[config.mk]
export PLATFORM = sky130hd
export DESIGN_NAME = pc_controller
export DESIGN_NICKNAME = d
export VERILOG_FILES = /design/src/rtl/pc_controller.sv
export SDC_FILE = /design/constraint.sdc
export NUM_CORES = 1
export LEC_CHECK = 0
export BUFFER_PORTS_ARGS = -buffer_cell sky130_fd_sc_hd__clkbuf_2
export CAP_MARGIN = 5
export CORE_MARGIN = 3
export CORE_UTILIZATION = 37
export CTS_CLUSTER_DIAMETER = 50
export DETAILED_ROUTE_END_ITERATION = 6
export GPL_TIMING_DRIVEN = 0
export PLACE_DENSITY = 0.57
export SYNTH_ARGS = -nofsm -noshare
export SYNTH_HDL_FRONTEND = slang
export SYNTH_SLANG_ARGS = --single-unit
[constraint.sdc]
create_clock -name clk_i -period 3.5 [get_ports clk_i]
set_input_delay 0.7 -clock clk_i [delete_from_list [all_inputs] [get_ports clk_i]]
set_output_delay 0.7 -clock clk_i [all_outputs]
set_load 0.005 [all_outputs]
[src/rtl/pc_controller.sv]
// -----------------------------------------------------------------------------
// pc_controller
//   Sequencing controller for the program counter. A fetch/execute FSM accepts
//   one instruction at a time from instruction fetch, resolves
//   branch/call/return requests, and drives the counter's operation and load
//   value for one cycle per instruction. Return addresses are kept on a small
//   hardware LIFO. A stack overflow or underflow parks the block in a halt
//   state that only rst_i can leave.
//
//   Handshake: an instruction is accepted on a rising edge where the FSM is in
//   S_FETCH (fetch_req_o=1), instr_valid_i=1 and stall_i=0. The decode flags and
//   target_i/pcinc_i are sampled only on that edge and ignored at all other
//   times. Each accepted instruction is followed by exactly one S_EXEC cycle.
//
//   pc_op_o encoding: 00 clear, 01 hold, 10 increment, 11 load pc_i.
//
// Ports
//   clk_i          in   system clock, rising edge
//   rst_i          in   synchronous active-high reset
//   instr_valid_i  in   fetched instruction and decode flags valid
//   stall_i        in   downstream not ready, blocks acceptance
//   branch_i       in   accepted instruction is a taken branch/jump
//   call_i         in   accepted instruction is a call
//   ret_i          in   accepted instruction is a return
//   target_i       in   branch/call destination
//   pcinc_i        in   return address (counter's pcinc_o)
//   pc_op_o        out  operation for the counter
//   pc_target_o    out  load value for the counter
//   fetch_req_o    out  controller waiting for an instruction
//   stack_level_o  out  return-stack occupancy
//   error_o        out  sticky stack fault (high while halted)
//   dbg_state_o    out  current FSM state, for observation only
// -----------------------------------------------------------------------------
module pc_controller #(
  parameter int ANCHO       = 16,
  parameter int PROFUNDIDAD = 4,
  localparam int LW         = $clog2(PROFUNDIDAD + 1)
) (
  input  logic             clk_i,
  input  logic             rst_i,
  input  logic             instr_valid_i,
  input  logic             stall_i,
  input  logic             branch_i,
  input  logic             call_i,
  input  logic             ret_i,
  input  logic [ANCHO-1:0] target_i,
  input  logic [ANCHO-1:0] pcinc_i,
  output logic [1:0]       pc_op_o,
  output logic [ANCHO-1:0] pc_target_o,
  output logic             fetch_req_o,
  output logic [LW-1:0]    stack_level_o,
  output logic             error_o,
  output logic [1:0]       dbg_state_o
);

  localparam int IW = $clog2(PROFUNDIDAD);

  localparam logic [1:0] OP_CLEAR = 2'b00;
  localparam logic [1:0] OP_HOLD  = 2'b01;
  localparam logic [1:0] OP_INC   = 2'b10;
  localparam logic [1:0] OP_LOAD  = 2'b11;

  localparam logic [LW-1:0] LVL_FULL = LW'(PROFUNDIDAD);
  localparam logic [LW-1:0] LVL_ONE  = LW'(1);

  typedef enum logic [1:0] {
    S_RESET = 2'b00,
    S_FETCH = 2'b01,
    S_EXEC  = 2'b10,
    S_HALT  = 2'b11
  } state_t;

  state_t           r_state;
  state_t           w_state_nxt;
  logic [1:0]       r_op;
  logic [1:0]       w_op_nxt;
  logic [ANCHO-1:0] r_target;
  logic [ANCHO-1:0] w_target_nxt;
  logic [LW-1:0]    r_level;
  logic [LW-1:0]    w_level_nxt;
  logic [ANCHO-1:0] r_stack [PROFUNDIDAD];

  logic             w_accept;
  logic             w_push;
  logic             w_fault;
  logic [LW-1:0]    w_level_dec;
  logic [LW-1:0]    w_level_inc;
  logic [IW-1:0]    w_push_idx;
  logic [IW-1:0]    w_top_idx;

  assign w_accept    = (r_state == S_FETCH) && instr_valid_i && !stall_i;
  assign w_level_dec = r_level - LVL_ONE;
  assign w_level_inc = r_level + LVL_ONE;
  // Entry r_level is the next free slot; entry r_level-1 is the top.
  assign w_push_idx  = r_level[IW-1:0];
  assign w_top_idx   = w_level_dec[IW-1:0];

  // ---------------------------------------------------------------------------
  // Decision at accept: ret > call > branch > plain. A faulting instruction
  // leaves target, op and stack untouched; the FSM goes straight to halt so
  // the stale op is never issued.
  // ---------------------------------------------------------------------------
  always_comb begin
    w_push       = 1'b0;
    w_fault      = 1'b0;
    w_op_nxt     = r_op;
    w_target_nxt = r_target;
    w_level_nxt  = r_level;
    if (w_accept) begin
      if (ret_i) begin
        if (r_level == '0) begin
          w_fault = 1'b1;
        end else begin
          w_level_nxt  = w_level_dec;
          w_target_nxt = r_stack[w_top_idx];
          w_op_nxt     = OP_LOAD;
        end
      end else if (call_i) begin
        if (r_level == LVL_FULL) begin
          w_fault = 1'b1;
        end else begin
          w_push       = 1'b1;
          w_level_nxt  = w_level_inc;
          w_target_nxt = target_i;
          w_op_nxt     = OP_LOAD;
        end
      end else if (branch_i) begin
        w_target_nxt = target_i;
        w_op_nxt     = OP_LOAD;
      end else begin
        w_op_nxt     = OP_INC;
      end
    end
  end

  // ---------------------------------------------------------------------------
  // Next-state logic
  // ---------------------------------------------------------------------------
  always_comb begin
    w_state_nxt = r_state;
    case (r_state)
      S_RESET: w_state_nxt = S_FETCH;
      S_FETCH: begin
        if (w_accept) begin
          w_state_nxt = w_fault ? S_HALT : S_EXEC;
        end
      end
      S_EXEC:  w_state_nxt = S_FETCH;
      S_HALT:  w_state_nxt = S_HALT;
      default: w_state_nxt = S_RESET;
    endcase
  end

  // ---------------------------------------------------------------------------
  // Outputs decode from registered state only.
  // ---------------------------------------------------------------------------
  always_comb begin
    pc_op_o     = OP_HOLD;
    fetch_req_o = 1'b0;
    error_o     = 1'b0;
    case (r_state)
      S_RESET: pc_op_o = OP_CLEAR;
      S_FETCH: begin
        pc_op_o     = OP_HOLD;
        fetch_req_o = 1'b1;
      end
      S_EXEC:  pc_op_o = r_op;
      S_HALT: begin
        pc_op_o = OP_HOLD;
        error_o = 1'b1;
      end
      default: pc_op_o = OP_HOLD;
    endcase
  end

  assign pc_target_o   = r_target;
  assign stack_level_o = r_level;
  assign dbg_state_o   = r_state;

  // ---------------------------------------------------------------------------
  // State registers
  // ---------------------------------------------------------------------------
  always_ff @(posedge clk_i) begin
    if (rst_i) begin
      r_state  <= S_RESET;
      r_op     <= OP_CLEAR;
      r_target <= '0;
      r_level  <= '0;
    end else begin
      r_state  <= w_state_nxt;
      r_op     <= w_op_nxt;
      r_target <= w_target_nxt;
      r_level  <= w_level_nxt;
    end
  end

  // Stack storage needs no reset: occupancy alone decides which entries are
  // meaningful.
  always_ff @(posedge clk_i) begin
    if (!rst_i && w_push) begin
      r_stack[w_push_idx] <= pcinc_i;
    end
  end

endmodule

==> results of run 1 <==
routing by layer:
metal	vias to the layer above	wire length, µm	part of all wire	global-route usage
met2	62	3330	0.46	0.214
met4	0	87	0.012	0.0581
met5	-	0	0	0
li1	1080	-	-	-
met3	7	429	0.060	0.0296
met1	1030	3340	0.47	0.183
cells by family after synthesis:
logic type | after synthesis | share of synthesized area
compound gates | 48 | 0.0975
simple gates | 47 | 0.0850
fa+ha+maj | 5 | 0.0174
buf+inv | 19 | 0.0260
flops | 87 | 0.661
mux | 37 | 0.103
xor+xnor | 4 | 0.00972
sequential cells by signal, summed over array words and instances, names as in the netlist:
name           count
r_stack           64
stack_level_o      3
dbg_state_o        2
pc_target_o       16
r_op               2
repair_timing:
item / CTS / global route
resized for setup: 0 / 4
hold buffers: 0 / 0
endpoints found under the setup margin: 0 / 64
worst min-delay path by stage:
stage / endpoint / slack (ns)
finish: r_op[1]$_SDFFE_PP0P_ / 0.46
global route: r_op[0]$_SDFFE_PP0P_ / 0.50
CTS: r_op[1]$_SDFFE_PP0P_ / 0.46
detailed placement: r_op[1]$_SDFFE_PP0P_ / 0.44
global placement: r_op[1]$_SDFFE_PP0P_ / 0.44
floorplan: r_op[1]$_SDFFE_PP0P_ / 0.43
worst max-delay path, cell delays in order (launching register included):
cell,delay (ns)
dfxtp_1,0.40
buf_2,0.30
buf_2,0.38
inv_1,0.14
ha_1,0.29
a2111oi_1,0.62
and2_2,0.56
area by class of cell:
type                       count  area (µm²)
tap                          129         161
buffer                        13        71.3
timing repair buffer          62         310
clock buffer                   9         124
clock inverter                 7         110
sequential                    87        2380
fill                         859        5060
inverter                       6        22.5
multi-input combinational    141        1130
cells in the mapped netlist, drive strengths merged, types with 5 or more instances:
cell    instances  area (µm²)
a22oi          11        82.6
and2            6        37.5
buf             9        56.3
dfxtp          23         460
edfxtp         64        1920
ha              5        62.6
inv             6        22.5
mux2i          35         350
nand2           5        18.8
nand2b          5        31.3
nand3b         12        90.1
nor2            9        33.8
o21ai          22         148
power groups by stage:
stage	logic, mW	clock network (mW)	registers, mW
global route	0.148	0.868	1.12
detailed placement	0.135	0	1.14
global placement	0.134	0	1.14
CTS	0.135	0.822	1.12
floorplan	0.0753	0	1.14
finish	0.133	0.801	1.12
==> flow_summary.ini, run 1 <==
[placed_design]
gpl.final_weighted_congestion = 0.696
dp_hpwl_mm = 4.87
post_dp_cell_area_mm2 = 0.00408
post-place-ws_ns = 0.119
placed_cells_incl_taps = 438
port_buffers = 62

[clocking]
clk_pin_slew_ns = 0.09
tritoncts = yes
cts_setup_buffers = 0
number_of_sinks_on_the_clock_net = 87
clock_tree_buffer_depth = 2
worst_skew_pair.late_latency_ns = 0.34
clock-root-buffer = clkbuf_8
cts_htree_levels = 3
tritoncts_buffers = 9

[worst_setup_path]
worst_endpoint_required_time_ns = 3.49
reg2reg_depth = 6
critical_path_peak_fanout = 16
regToRegStartpoint = stack_level_o[0]$_SDFFE_PP0P_
cp-startpoint = stack_level_o[0]$_SDFFE_PP0P_
worstSetupEndpointType = flip-flop
path_type_of_the_worst_setup_path = flip-flop to flip-flop
endpoint = r_stack[3][0]$_DFFE_PP_
cp_data_arrival_time_ns = 3.05
regToRegSetupSlack_ns = 0.44
worst_r2r_endpoint = r_stack[3][0]$_DFFE_PP_
worst_setup_path_start_kind = flip-flop

[power_and_ir_drop]
vdd_drop_max_uv = 173
sequentialPowerShare = 0.545
fin_total_pwr_mw = 2.05
sw_frac_of_total = 0.225
powerDensity_mw_per_mm2 = 476
power.clock.fraction = 0.390
static-leakage-power_nw = 1.55
combinationalPowerShare = 0.065
switching_power_uw = 462
cell_internal_pwr_mw = 1.59

[global_routing]
grt_pass1_vias = 2237
grt_use_total = 0.136
grt_antenna_before_repair = 0
grt_start_max_net_pins = 18
gr-total-overflow = 0
grt_first_pass_wirelength_mm = 11.5

[logic_synthesis]
synth.cell_area_mm2 = 0.00360
synthFlopType = edfxtp_1
yosys_register_bits = 87
yosysSeqAreaShare = 0.661
postSynthCellCount = 247
synth.net_count = 291
yosys_warnings = 0
avgSynthCellArea_um2 = 14.6
synth_enable_flop_cells = 64
asyncSetResetFlopFracSynth = 0
yosysUniqueCellTypes = 39

[timing]
fmaxAchievable_mhz = 327
final_max_slew_viol_count = 0
fin_ws_ns = 0.445
timing_hold_violations_final = 0
final_period_minus_worst_setup_slack_ns = 3.06
hold_slack_ns = 0.459
fin_setup_tns_ns = 0
final_min_period_over_clock_period = 0.873
grt_setup_unrepaired = false
worst_clock_skew_on_the_final_layout_ns = 0.00574
worst-slew-pin-transition_ns = 0.590
timing.slew.headroom = 0.606
setup_viol = 0

[layout]
postLayoutCellArea_mm2 = 0.00432
final_instance_count_excl_fillers = 454
layout-drive-gt1-share = 0.329
layout.core_utilization = 0.460
mostFrequentLayoutCells = 64 x edfxtp_1, 62 x clkbuf_2, 35 x mux2i_1, 23 x dfxtp_1, 12 x nand3b_1
commonest_non_fill_non_tap_cell_in_the_layout = edfxtp_1
num_antenna_cells = 0
area_growth_from_synthesis_to_layout_pct = 19.7
nets = 364

[drt]
routedWlPerCell_um = 15.8
detailedRoute.firstPassIterationCount = 4
drt_iter0_drc = 93
drc_violations = 0
drt_wl_total_mm = 7.18
vias = 2179
vias_per_cell = 4.80
ant_nets = 0

[floorplanning]
design.die.area_mm2 = 0.0110
floorplan.initialDensity = 0.385
dieWidth_um = 105
ioPinCount = 64
core.rowCount = 35
coreArea_mm2 = 0.00937
chip_height_um = 105

[status]
run_status = finished clean

[job]
max-cap-violations = 0

[worst_hold_path]
worstHoldPathCells = 2
holdCritPathClass = flip-flop to flip-flop
hold_path_startpoint = r_op[1]$_SDFFE_PP0P_
(Power assumes the default switching activity.)
==> run 2: changes to the inputs <==
--- a/config.mk
+++ b/config.mk
@@ -12,7 +12,7 @@
 export CTS_CLUSTER_DIAMETER = 50
 export DETAILED_ROUTE_END_ITERATION = 6
 export GPL_TIMING_DRIVEN = 0
-export PLACE_DENSITY = 0.57
+export PLACE_DENSITY = 0.59
 export SYNTH_ARGS = -nofsm -noshare
 export SYNTH_HDL_FRONTEND = slang
 export SYNTH_SLANG_ARGS = --single-unit
==> constraint.sdc (replaced) <==
create_clock -name clk_i -period 2.5 [get_ports clk_i]
set_input_delay 0.5 -clock clk_i [delete_from_list [all_inputs] [get_ports clk_i]]
set_output_delay 0.5 -clock clk_i [all_outputs]
set_load 0.005 [all_outputs]
==> run 2 against run 1 <==
Worst hold slack worse by 0.10 ns. Sequential share of layout area down 0.99 points. Utilization up 0.87 points. Global-route usage up 0.62 points. Clock power up 25%. Total power up 35%. Setup slack worse by 0.26 ns. Die area unchanged. Sequential cell count unchanged. First-iteration DRC count up 3.2%. Via count up 3.6%. Largest cell class unchanged.
==> flow_summary.ini, run 2 (synthesis gave the netlist of run 1 again) <==
[power_and_ir_drop]
sw_frac_of_total = 0.216
vdd_drop_max_uv = 210
static-leakage-power_nw = 1.57
combinationalPowerShare = 0.073
switching_power_uw = 598
power.clock.fraction = 0.361
powerDensity_mw_per_mm2 = 630
sequentialPowerShare = 0.566
cell_internal_pwr_mw = 2.17

[clocking]
worst_skew_pair.late_latency_ns = 0.35
tritoncts_buffers = 9
cts_htree_levels = 3
number_of_sinks_on_the_clock_net = 87
clk_pin_slew_ns = 0.09
ctsHoldBuffers = 0
clock-root-buffer = clkbuf_8
tritoncts = yes
clock_tree_buffer_depth = 2

[worst_setup_path]
worst_endpoint_required_time_ns = 2.80
worst_setup_path_start_kind = flip-flop
worstSetupEndpointType = flip-flop
crit_family = buffers and inverters
critPathSlowestCell = dfxtp_2
critical_path_peak_fanout = 10
crit_chain = buf_6 > buf_6 > inv_1 > ha_2 > buf_4 > and2_1 > clkbuf_4 > a22oi_1 > o21ai_0 > o21ai_2
path_type_of_the_worst_setup_path = flip-flop to flip-flop
cp_data_arrival_time_ns = 2.61
critical_path.most_common_cell = buf_6
cpPeakStageDelay_ns = 0.38
path_buf_inv = 5

[layout]
multi_input_comb_area_mm2 = 0.00120
num_antenna_cells = 0
largest_register = r_stack
layout-drive-gt1-share = 0.356
largest_register_ffs = 64
mostFrequentLayoutCells = 64 x edfxtp_1, 63 x clkbuf_2, 35 x mux2i_1, 22 x dfxtp_1, 12 x nand3b_1
commonest_non_fill_non_tap_cell_in_the_layout = edfxtp_1
area_growth_from_synthesis_to_layout_pct = 22.0
nets = 370
sequential_cell_area_mm2 = 0.00238
nFillCells = 869

[global_routing]
gr-total-overflow = 0
grt_first_pass_wirelength_mm = 12.0
grt_use_total = 0.143
grt_pass1_vias = 2273
grt_antenna_before_repair = 0
grt_start_max_net_pins = 17

[placed_design]
port_buffers = 62
post-place-ws_ns = -0.594
gpl.final_weighted_congestion = 0.727
dp_hpwl_mm = 4.97

[drt]
drt_wl_total_mm = 7.68
routedWlPerCell_um = 16.7
drt_iter0_drc = 96
drc_violations = 0
detailedRoute.firstPassIterationCount = 4
vias = 2258
vias_per_cell = 4.91
ant_nets = 0

[floorplanning]
core.rowCount = 35
design.die.area_mm2 = 0.0110
ioPinCount = 64
coreArea_mm2 = 0.00937
chip_height_um = 105
dieWidth_um = 105
floorplan.initialDensity = 0.385

[timing]
hold_slack_ns = 0.355
worst-slew-pin-transition_ns = 0.466
final_max_slew_viol_count = 0
worst_clock_skew_on_the_final_layout_ns = 0.0121
fmaxAchievable_mhz = 431
final_period_minus_worst_setup_slack_ns = 2.32
grt_setup_unrepaired = false
final_min_period_over_clock_period = 0.927
fin_setup_tns_ns = 0
timing_hold_violations_final = 0
timing.slew.headroom = 0.689
fin_ws_ns = 0.182
setup_viol = 0

[worst_hold_path]
holdCritPathClass = input port to flip-flop

[status]
run_status = finished clean

[job]
max-cap-violations = 0
run 2: cell types whose count changed in the layout (fill, tap and decap cells not counted), moves of 2 or more:
cell      before  now
a22oi_1       11    7
a22oi_2        0    4
and2_2         4    1
and2_4         0    6
buf_2          6    2
buf_4          2    6
buf_6          1    3
clkbuf_1       4    6
inv_8          3    0
run 2: final timing paths:
path / startpoint / to / slack (ns) / cells after the start
hold reg to reg: r_op[1]$_SDFFE_PP0P_ / r_op[1]$_SDFFE_PP0P_ / 0.46 / 2
setup reg to reg: stack_level_o[0]$_SDFFE_PP0P_ / pc_target_o[11]$_SDFFE_PP0P_ / 0.18 / 10
hold / removal: pcinc_i[7] / r_stack[1][7]$_DFFE_PP_ / 0.36 / 1
setup / recovery: stack_level_o[0]$_SDFFE_PP0P_ / pc_target_o[11]$_SDFFE_PP0P_ / 0.18 / 10
run 2: area by class of cell:
cell class                 count  area share
multi-input combinational    144       0.274
clock inverter                 3     0.00968
buffer                        13      0.0205
sequential                    87       0.542
inverter                       6     0.00512
tap                          129      0.0367
timing repair buffer          65      0.0757
clock buffer                  13      0.0364
run 2: timing repair:
action                     in CTS  in global routing
setup endpoints to repair      81                 43
pin swaps                       3                  4
gates resized for setup        15                  6
gates cloned                    2                  1
setup buffers                   1                  2
run 2: power groups by stage:
| stage | clock [mW] | sequential (mW) | combinational (mW) |
|---|---|---|---|
| CTS | 1.02 | 1.57 | 0.197 |
| floorplan | 0 | 1.60 | 0.105 |
| global route | 1.07 | 1.57 | 0.224 |
| detailed placement | 0 | 1.60 | 0.189 |
| finish | 1.00 | 1.57 | 0.201 |
| global placement | 0 | 1.60 | 0.187 |
run 2: per-layer routing:
metal | up-vias | routed length [µm] | GRT usage
li1 | 1099 | - | -
met1 | 1092 | 3520 | 0.187
met2 | 57 | 3650 | 0.229
met3 | 10 | 381 | 0.0383
met4 | 0 | 133 | 0.0506
met5 | - | 0 | 0
run 2: worst reg2reg max path, delay by kind of cell (launching register included):
| family | cells | cell delay (ns) |
|---|---|---|
| compound gates | 3 | 0.52 |
| simple gates | 1 | 0.18 |
| fa+ha+maj | 1 | 0.29 |
| buf+inv | 5 | 0.90 |
| flops | 1 | 0.38 |
run 2: metrics by stage:
| stage | cells | power (mW) | util | area [µm²] |
|---|---|---|---|---|
| global route | 460 | 2.86 | 0.469 | 4400 |
| finish | 460 | 2.77 | 0.469 | 4400 |
| detailed placement | 438 | 1.79 | 0.436 | 4080 |
| floorplan | 247 | 1.71 | - | 3610 |
| CTS | 457 | 2.78 | 0.464 | 4350 |
| global placement | 438 | 1.79 | 0.436 | 4080 |
